==> src/rtl/fifo_operator_pipe.sv <==
// Reads one word from every enabled input FIFO, combines them with OR/AND/XOR/ADD and
// writes the result through a 2-entry credit-managed buffer. Optional counters: FIFO_OPERATOR_PIPE_STATS_EN.
module fifo_operator_pipe #(
  parameter int    WIDTH     = 4,
  parameter int    DATA_W    = 32,
  parameter string FWFT_MODE = "TRUE",
  parameter string OP        = "OR"
) (
  input  logic                      clk,
  input  logic                      rst,
  input  logic [WIDTH-1:0]          ch_en,
  input  logic [WIDTH-1:0]          r_empty,
  output logic [WIDTH-1:0]          r_req,
  input  logic [WIDTH*DATA_W-1:0]   r_data,
  input  logic                      w_full,
  output logic                      w_req,
  output logic [DATA_W-1:0]         w_data,
  output logic                      ovf,
  output logic [31:0]               word_cnt,
  output logic [31:0]               stall_cnt
);

  localparam bit FWFT   = (FWFT_MODE == "TRUE");
  localparam bit IS_AND = (OP == "AND");
  localparam bit IS_XOR = (OP == "XOR");
  localparam bit IS_ADD = (OP == "ADD");
  localparam int SUM_W  = DATA_W + $clog2(WIDTH) + 1;

  logic [1:0]        cnt;
  logic [DATA_W-1:0] obuf [2];
  logic              inflight;
  logic [WIDTH-1:0]  en_q;
  logic [WIDTH-1:0]  op_en;
  logic              ready;
  logic              rd;
  logic              pop;
  logic              push;
  logic [DATA_W-1:0] bits_acc;
  logic [SUM_W-1:0]  sum_acc;
  logic [DATA_W-1:0] result;
  logic              wrap;

  assign ready = (|ch_en) && ((ch_en & r_empty) == '0);
  assign w_req = (cnt != 2'd0) && !w_full;
  assign pop   = w_req;
  assign w_data = (cnt != 2'd0) ? obuf[0] : '0;

  // Credit test cnt + inflight - pop < 2, rearranged so it cannot underflow.
  assign rd    = !rst && ready &&
                 (({1'b0, cnt} + {2'b00, inflight}) < (3'd2 + {2'b00, pop}));
  assign r_req = rd ? ch_en : '0;

  // In FWFT mode data arrives with the read; otherwise one cycle later with the captured mask.
  assign op_en = FWFT ? ch_en : en_q;
  assign push  = FWFT ? rd : inflight;

  // NOTE: every variable gets a default before the loop, so no latch can be inferred.
  always_comb begin
    bits_acc = IS_AND ? '1 : '0;
    sum_acc  = '0;
    for (int i = 0; i < WIDTH; i++) begin
      if (op_en[i]) begin
        if (IS_AND)      bits_acc = bits_acc & r_data[i*DATA_W +: DATA_W];
        else if (IS_XOR) bits_acc = bits_acc ^ r_data[i*DATA_W +: DATA_W];
        else             bits_acc = bits_acc | r_data[i*DATA_W +: DATA_W];
        sum_acc = sum_acc + SUM_W'(r_data[i*DATA_W +: DATA_W]);
      end
    end
    result = IS_ADD ? sum_acc[DATA_W-1:0] : bits_acc;
    wrap   = IS_ADD && (sum_acc[SUM_W-1:DATA_W] != '0);
  end

  // NOTE: state updates use non-blocking assignments so all flops sample pre-edge values.
  // NOTE: obuf holds only two words, so it is cleared on reset like ordinary flops.
  always_ff @(posedge clk or posedge rst) begin
    if (rst) begin
      cnt      <= 2'd0;
      obuf[0]  <= '0;
      obuf[1]  <= '0;
      inflight <= 1'b0;
      en_q     <= '0;
      ovf      <= 1'b0;
    end else begin
      inflight <= FWFT ? 1'b0 : rd;
      if (rd) en_q <= ch_en;
      if (push && wrap) ovf <= 1'b1;
      case ({push, pop})
        2'b01: begin
          obuf[0] <= obuf[1];
          cnt     <= cnt - 2'd1;
        end
        2'b10: begin
          if (cnt == 2'd0) obuf[0] <= result;
          else             obuf[1] <= result;
          cnt <= cnt + 2'd1;
        end
        2'b11: begin
          if (cnt == 2'd1) begin
            obuf[0] <= result;
          end else begin
            obuf[0] <= obuf[1];
            obuf[1] <= result;
          end
        end
        default: ;
      endcase
    end
  end

`ifdef FIFO_OPERATOR_PIPE_STATS_EN
  always_ff @(posedge clk or posedge rst) begin
    if (rst) begin
      word_cnt  <= '0;
      stall_cnt <= '0;
    end else begin
      if (w_req) word_cnt <= word_cnt + 32'd1;
      if ((cnt != 2'd0) && w_full) stall_cnt <= stall_cnt + 32'd1;
    end
  end
`else
  assign word_cnt  = '0;
  assign stall_cnt = '0;
`endif

endmodule
==> config.mk <==
export PLATFORM = sky130hd
export DESIGN_NAME = fifo_operator_pipe
export DESIGN_NICKNAME = d
export VERILOG_FILES = /design/src/rtl/fifo_operator_pipe.sv
export SDC_FILE = /design/constraint.sdc
export NUM_CORES = 1
export LEC_CHECK = 0
export CAP_MARGIN = 40
export CORE_UTILIZATION = 43
export DETAILED_ROUTE_END_ITERATION = 8
export PLACE_DENSITY = 0.88
export SLEW_MARGIN = 30
export SYNTH_ARGS = -nofsm -noshare
export SYNTH_HDL_FRONTEND = slang
export SYNTH_SLANG_ARGS = --single-unit
==> constraint.sdc <==
create_clock -name clk -period 5.4 [get_ports clk]
set_clock_uncertainty 0.15 [all_clocks]
set_input_delay 0.54 -clock clk [delete_from_list [all_inputs] [get_ports clk]]
set_output_delay 0.54 -clock clk [all_outputs]
set_load 0.02 [all_outputs]
==> impl_metrics.ini, run 1 <==
[status]
outcome = completed

[floorplanning]
fp.dieW_microns = 103
core_area_sq_um = 9820
rows = 36
die-area_sq_um = 10600
die_h_microns = 103
initial_core_util_pct = 44.8
io-pin-count = 241

[placement]
portBuffers = 175
place_inst = 733
place_hpwl_microns = 9250
pre_cts_slack_ns = 1.01
place.gp.congestion = 0.749

[power]
powerDensity_nw_per_um2 = 468
leakage_nw = 2.63
p_clk_share_pct = 16.2
intPower_w = 0.00184
seqPwrFrac_pct = 28.1
pwr-share-comb_pct = 55.7
vdd_drop_max_uv = 219
switchingPower_w = 0.00109
swShare_pct = 37.3

[sta]
period_share_pct = 71.3
rsz0062_at_grt = no
finalHoldViolations = 0
fin_tns_setup_ns = 0
slew_headroom_pct = 47.0
setup-violations-final = 0
slew_violations = 0
final.setup.worst_slack_ns = 1.55
period_minus_slack_ns = 3.85
tightest_slew_ns = 0.793
hold_ws_ns = 0.357
max_freq_mhz = 260

[drt]
drc = 0
drt-wirelength-per-cell_microns = 17.2
drtPass1Iterations = 5
num_vias = 3958
via_per_inst = 5.27
antenna_left = 0
drtIter0Drc = 153
drt-total-wl_microns = 12900

[setup_path]
cp.required_ns = 4.71
worstPathArrival_ns = 3.16
end_kind = primary output
cp-start-kind = input pin
crit_fanout = 16
crit_type = in2out

[worst_hold_path]
hp-class = reg2reg

[cells_and_area]
final_util_pct = 63.8
nFillCells = 809
nets = 756
drive_above_1_share_pct = 10.5
area_growth_pct = 42.5
diodes = 0
final_cells = 751

[clock_tree]
numCtsBuffers = 9
path_clk_slew_ns = 0.07
cts_resized = 0
postCtsSetupBuffers = 0
insertion_delay_ns = 0.34
postCtsHoldBufs = 0
cts_max_level = 3
clock_path_buffers = 2
cts_tree = built
cts-root-buf = clkbuf_8
clock-sinks = 66

[flow_run]
drv_cap = 0

[synthesis]
syn_area_per_cell_sq_um = 9.72
yosys.cell_types.count = 29
ys_seq_area_share_pct = 37.6
yosys_warnings = 0
syn_inst = 452
synth_area_sq_um = 4390
synth_seq_cells = 66

[grt]
overflow = 0
grt_max_degree = 67
grt_pass1_vias = 3775
antenna_found_initial = 0
track_usage_pct = 23.6
grt_pass1_wl_microns = 18700
-- synth_stat cells --
| cell | count | area [sq um] |
|---|---|---|
| a21oi_1 | 2 | 10.0 |
| nand2_1 | 35 | 131 |
| buf_4 | 65 | 488 |
| o21ai_4 | 1 | 16.3 |
| buf_6 | 4 | 45.0 |
| and2_1 | 4 | 25.0 |
| xor2_1 | 1 | 8.76 |
| buf_2 | 1 | 5.00 |
| a22o_1 | 32 | 280 |
| a22oi_1 | 65 | 488 |
| mux2_4 | 30 | 450 |
| buf_1 | 2 | 7.51 |
| o21ai_0 | 1 | 5.00 |
| mux2i_1 | 1 | 10.0 |
| mux2_2 | 2 | 22.5 |
| xnor2_1 | 1 | 8.76 |
| nor2b_1 | 32 | 200 |
| a222oi_1 | 1 | 10.0 |
| conb_1 | 1 | 3.75 |
| nand3_2 | 1 | 10.0 |
| clkbuf_1 | 28 | 105 |
| a31oi_1 | 32 | 200 |
| a21o_1 | 1 | 7.51 |
| inv_1 | 4 | 15.0 |
| or4_1 | 1 | 7.51 |
| nor2_1 | 33 | 124 |
| o21a_1 | 1 | 7.51 |
| dfrtp_1 | 66 | 1650 |
| ha_1 | 4 | 50.1 |
-- layer usage --
layer  vias to the layer above  global-route usage [%]  part of all wire [%]
met3                        16                    3.86                   8.1
met4                         0                    9.86                   1.5
met2                       219                    42.3                    51
met5                         -                       0                     0
met1                      1898                    28.1                    39
li1                       1825                       -                     -
-- power groups by stage --
stage	clock [W]	sequential [W]	combinational, W
floorplan	0	0.000787	0.00108
global placement	0	0.000813	0.00158
detailed placement	0	0.000829	0.00163
CTS	0.000481	0.000820	0.00164
global route	0.000503	0.000848	0.00174
finish	0.000475	0.000824	0.00163
-- per-stage QoR --
step                area [sq um]  total power, W
CTS                         6230         0.00294
finish                      6260         0.00293
global route                6260         0.00309
floorplan                   4630         0.00187
detailed placement          6000         0.00246
global placement            5980         0.00239
-- worst max-delay path, cell delays in order --
cell and delay (ns):
clkdlybuf4s50_1 0.77, a222oi_1 0.51, nand3_2 0.17, a21oi_1 0.35, and2_1 0.20, clkdlybuf4s50_1 0.61
-- layout make-up --
type	instances	area, sq um	area share (%)
clock buffers	10	138	2.20
clock inverters	6	88.8	1.42
inverters	4	15.0	0.240
multi-input cells	346	2330	37.2
flip-flops and latches	66	1650	26.4
well taps	133	166	2.66
repair buffers	186	1870	29.9
-- final timing paths --
kind,from,endpoint,slack [ns],cells after the start
max,ch_en[3],r_req[1],1.55,6
min,obuf[47]$_DFFE_PP0P_,obuf[47]$_DFFE_PP0P_,0.36,1
max reg2reg,cnt[0]$_DFFE_PP0P_,obuf[1]$_DFFE_PP0P_,2.20,10
min reg2reg,obuf[47]$_DFFE_PP0P_,obuf[47]$_DFFE_PP0P_,0.36,1
max in group asynchronous,rst,obuf[11]$_DFFE_PP0P_,4.10,4
min in group asynchronous,rst,obuf[57]$_DFFE_PP0P_,0.46,3
-- cell families (layout without fill, tap and decap cells) --
logic type      Yosys count  in the layout  share of synthesized area [%]
simple gates            106            106                           11.3
buf+inv                 104            206                           15.1
mux                      33             33                           11.0
xor+xnor                  2              2                          0.399
fa+ha+maj                 4              4                           1.14
flops                    66             66                           37.6
other cells               1             65                         0.0853
compound gates          136            136                           23.3
-- layout by cell type (no fill, tap or decap) --
master | synthesis | routed
mux2_4 | 30 | 30
bufinv_16 | 0 | 2
dfrtp_1 | 66 | 66
clkbuf_8 | 0 | 10
xnor2_1 | 1 | 1
inv_2 | 0 | 1
nor2b_1 | 32 | 32
clkinv_2 | 0 | 1
xor2_1 | 1 | 1
a31oi_1 | 32 | 32
a21oi_1 | 2 | 2
conb_1 | 1 | 65
and2_1 | 4 | 4
buf_6 | 4 | 1
a22o_1 | 32 | 32
o21ai_0 | 1 | 1
buf_12 | 0 | 1
mux2i_4 | 0 | 1
nand3_2 | 1 | 1
nor2_1 | 33 | 33
a222oi_1 | 1 | 1
nand2_1 | 35 | 35
or4_1 | 1 | 1
a21o_2 | 0 | 1
buf_16 | 0 | 1
o21ai_4 | 1 | 1
buf_4 | 65 | 8
inv_1 | 4 | 3
clkdlybuf4s50_1 | 0 | 175
ha_1 | 4 | 4
a22oi_1 | 65 | 65
o21a_2 | 0 | 1
inv_6 | 0 | 1
clkinvlp_4 | 0 | 2
mux2_2 | 2 | 2
-- sequential cells by signal, summed over array words and instances (netlist names) --
register  count
cnt           2
obuf         64
(Power assumes the default switching activity.)
==> run 2: changes to the inputs <==
Settings changed: CORE_UTILIZATION 43 to 40, PLACE_DENSITY 0.88 to 0.82.
Clock period 5.4 ns to 3.9 ns, I/O delays scaled along.
==> run 2 against run 1 <==
  * Non-clock buffer count grew 5
  * Clock power grew 48%
  * Largest power group unchanged
  * Routed wire length grew 1.7%
  * Sequential power grew 38%
  * Worst setup slack lost 0.87 ns
  * Critical path depth grew 2
  * Global-route usage shrank 0.58 points
  * Largest cell class unchanged
==> impl_metrics.ini, run 2 (synthesis results as in run 1) <==
[sta]
hold_ws_ns = 0.355
period_minus_slack_ns = 3.22
final.setup.worst_slack_ns = 0.682
period_share_pct = 82.5
slew_headroom_pct = 55.8
finalHoldViolations = 0
max_freq_mhz = 311
setup-violations-final = 0
slew_violations = 0
tightest_slew_ns = 0.663
rsz0062_at_grt = no
fin_tns_setup_ns = 0

[setup_path]
crit_fanout = 4
end_kind = primary output
critPathBufInv = 3
slowest_delay_ns = 0.61
worstPathArrival_ns = 2.68
critical-path-top-delay-family = buffers and inverters
cp-start-kind = flop
worstPathCellList = inv_1 > ha_1 > nor2_1 > nand2_1 > a21oi_1 > buf_4 > and2_1 > clkdlybuf4s50_1
cp.required_ns = 3.36
r2r_cells = 10
cp_slowest_cell = clkdlybuf4s50_1
path_depth = 8
crit_type = reg2out

[power]
vdd_drop_max_uv = 424
leakage_nw = 2.67
powerDensity_nw_per_um2 = 652
power_w = 0.00411

[drt]
drc = 0
num_vias = 4023
drtPass1Iterations = 4
drt-wirelength-per-cell_microns = 17.3
drt-total-wl_microns = 13100
via_per_inst = 5.30
antenna_left = 0
drtIter0Drc = 224

[clock_tree]
clock_path_buffers = 2
cts_tree = built
postCtsSetupBuffers = 0
cts_max_level = 3
postCtsHoldBufs = 0
numCtsBuffers = 9
cts_resized = 0
path_clk_slew_ns = 0.08
clock-sinks = 66
cts-root-buf = clkbuf_8
insertion_delay_ns = 0.33

[cells_and_area]
reg_top3 = obuf: 64 flops, cnt: 2 flops
drive_above_1_share_pct = 11.2
nets = 761
area_growth_pct = 43.4
final_common_cell = clkdlybuf4s50_1
final_cell_mix = clkdlybuf4s50_1 (175), dfrtp_1 (66), a22oi_1 (65), conb_1 (65), nand2_1 (35)
final_area_sq_um = 6300
diodes = 0
top_register = obuf
largest_reg_flops = 64

[floorplanning]
die-area_sq_um = 11400
core_area_sq_um = 10500
rows = 37
fp.dieW_microns = 107
io-pin-count = 241
die_h_microns = 107
initial_core_util_pct = 41.8

[placement]
placed_area_sq_um = 6060
place_hpwl_microns = 9820
pre_cts_slack_ns = 0.588
place.gp.congestion = 0.775
portBuffers = 175

[flow_run]
drv_cap = 0

[grt]
overflow = 0
track_usage_pct = 23.0
grt_pass1_vias = 4051
antenna_found_initial = 0
grt_pass1_wl_microns = 20200
grt_max_degree = 41

[status]
outcome = completed

[worst_hold_path]
hold_depth = 1
hp-class = reg2reg
==> run 2: cell types whose count changed in the layout (fill, tap and decap cells not counted) <==
cell and change:
buf_4 +7, clkbuf_8 -1, buf_6 -1, buf_12 -1, clkinvlp_4 -2, clkinv_2 +1, bufinv_16 +1, clkinv_4 +2
inv_6 -1
==> run 2: routing by layer <==
metal | track usage (%) | part of all wire, % | up-vias
li1 | - | - | 1834
met1 | 26.1 | 39 | 1948
met2 | 41.8 | 51 | 217
met3 | 5.78 | 8.0 | 24
met4 | 8.02 | 2.1 | 0
met5 | 0 | 0 | -
==> run 2: worst paths after layout <==
path | slack [ns] | endpoint | start
min reg2reg | 0.35 | obuf[46]$_DFFE_PP0P_ | obuf[46]$_DFFE_PP0P_
min in group asynchronous | 0.42 | obuf[63]$_DFFE_PP0P_ | rst
min | 0.35 | obuf[46]$_DFFE_PP0P_ | obuf[46]$_DFFE_PP0P_
max reg2reg | 0.83 | obuf[49]$_DFFE_PP0P_ | cnt[0]$_DFFE_PP0P_
max | 0.68 | r_req[0] | cnt[0]$_DFFE_PP0P_
max in group asynchronous | 2.25 | obuf[0]$_DFFE_PP0P_ | rst
==> run 2: cell type report <==
cell class	instances	area, sq um
Clock buffer	9	124
Clock inverter	7	118
Fill cell	896	4210
Inverter	4	15.0
Multi-Input combinational cell	346	2330
Sequential cell	66	1650
Tap cell	136	170
Timing Repair Buffer	191	1890
==> run 2: report_power, final <==
part	switching, W	internal (W)
registers	0.000163	0.000977
logic	0.00107	0.00120
clock network	0.000279	0.000425
total	0.00151	0.00260
==> run 2: stage by stage <==
stage | util, % | std cells
final | 60.0 | 759
after detailed placement | 57.7 | 743
after global routing | 60.0 | 759
after global placement | 57.4 | 742
after floorplan | - | 516
after CTS | 60.0 | 759
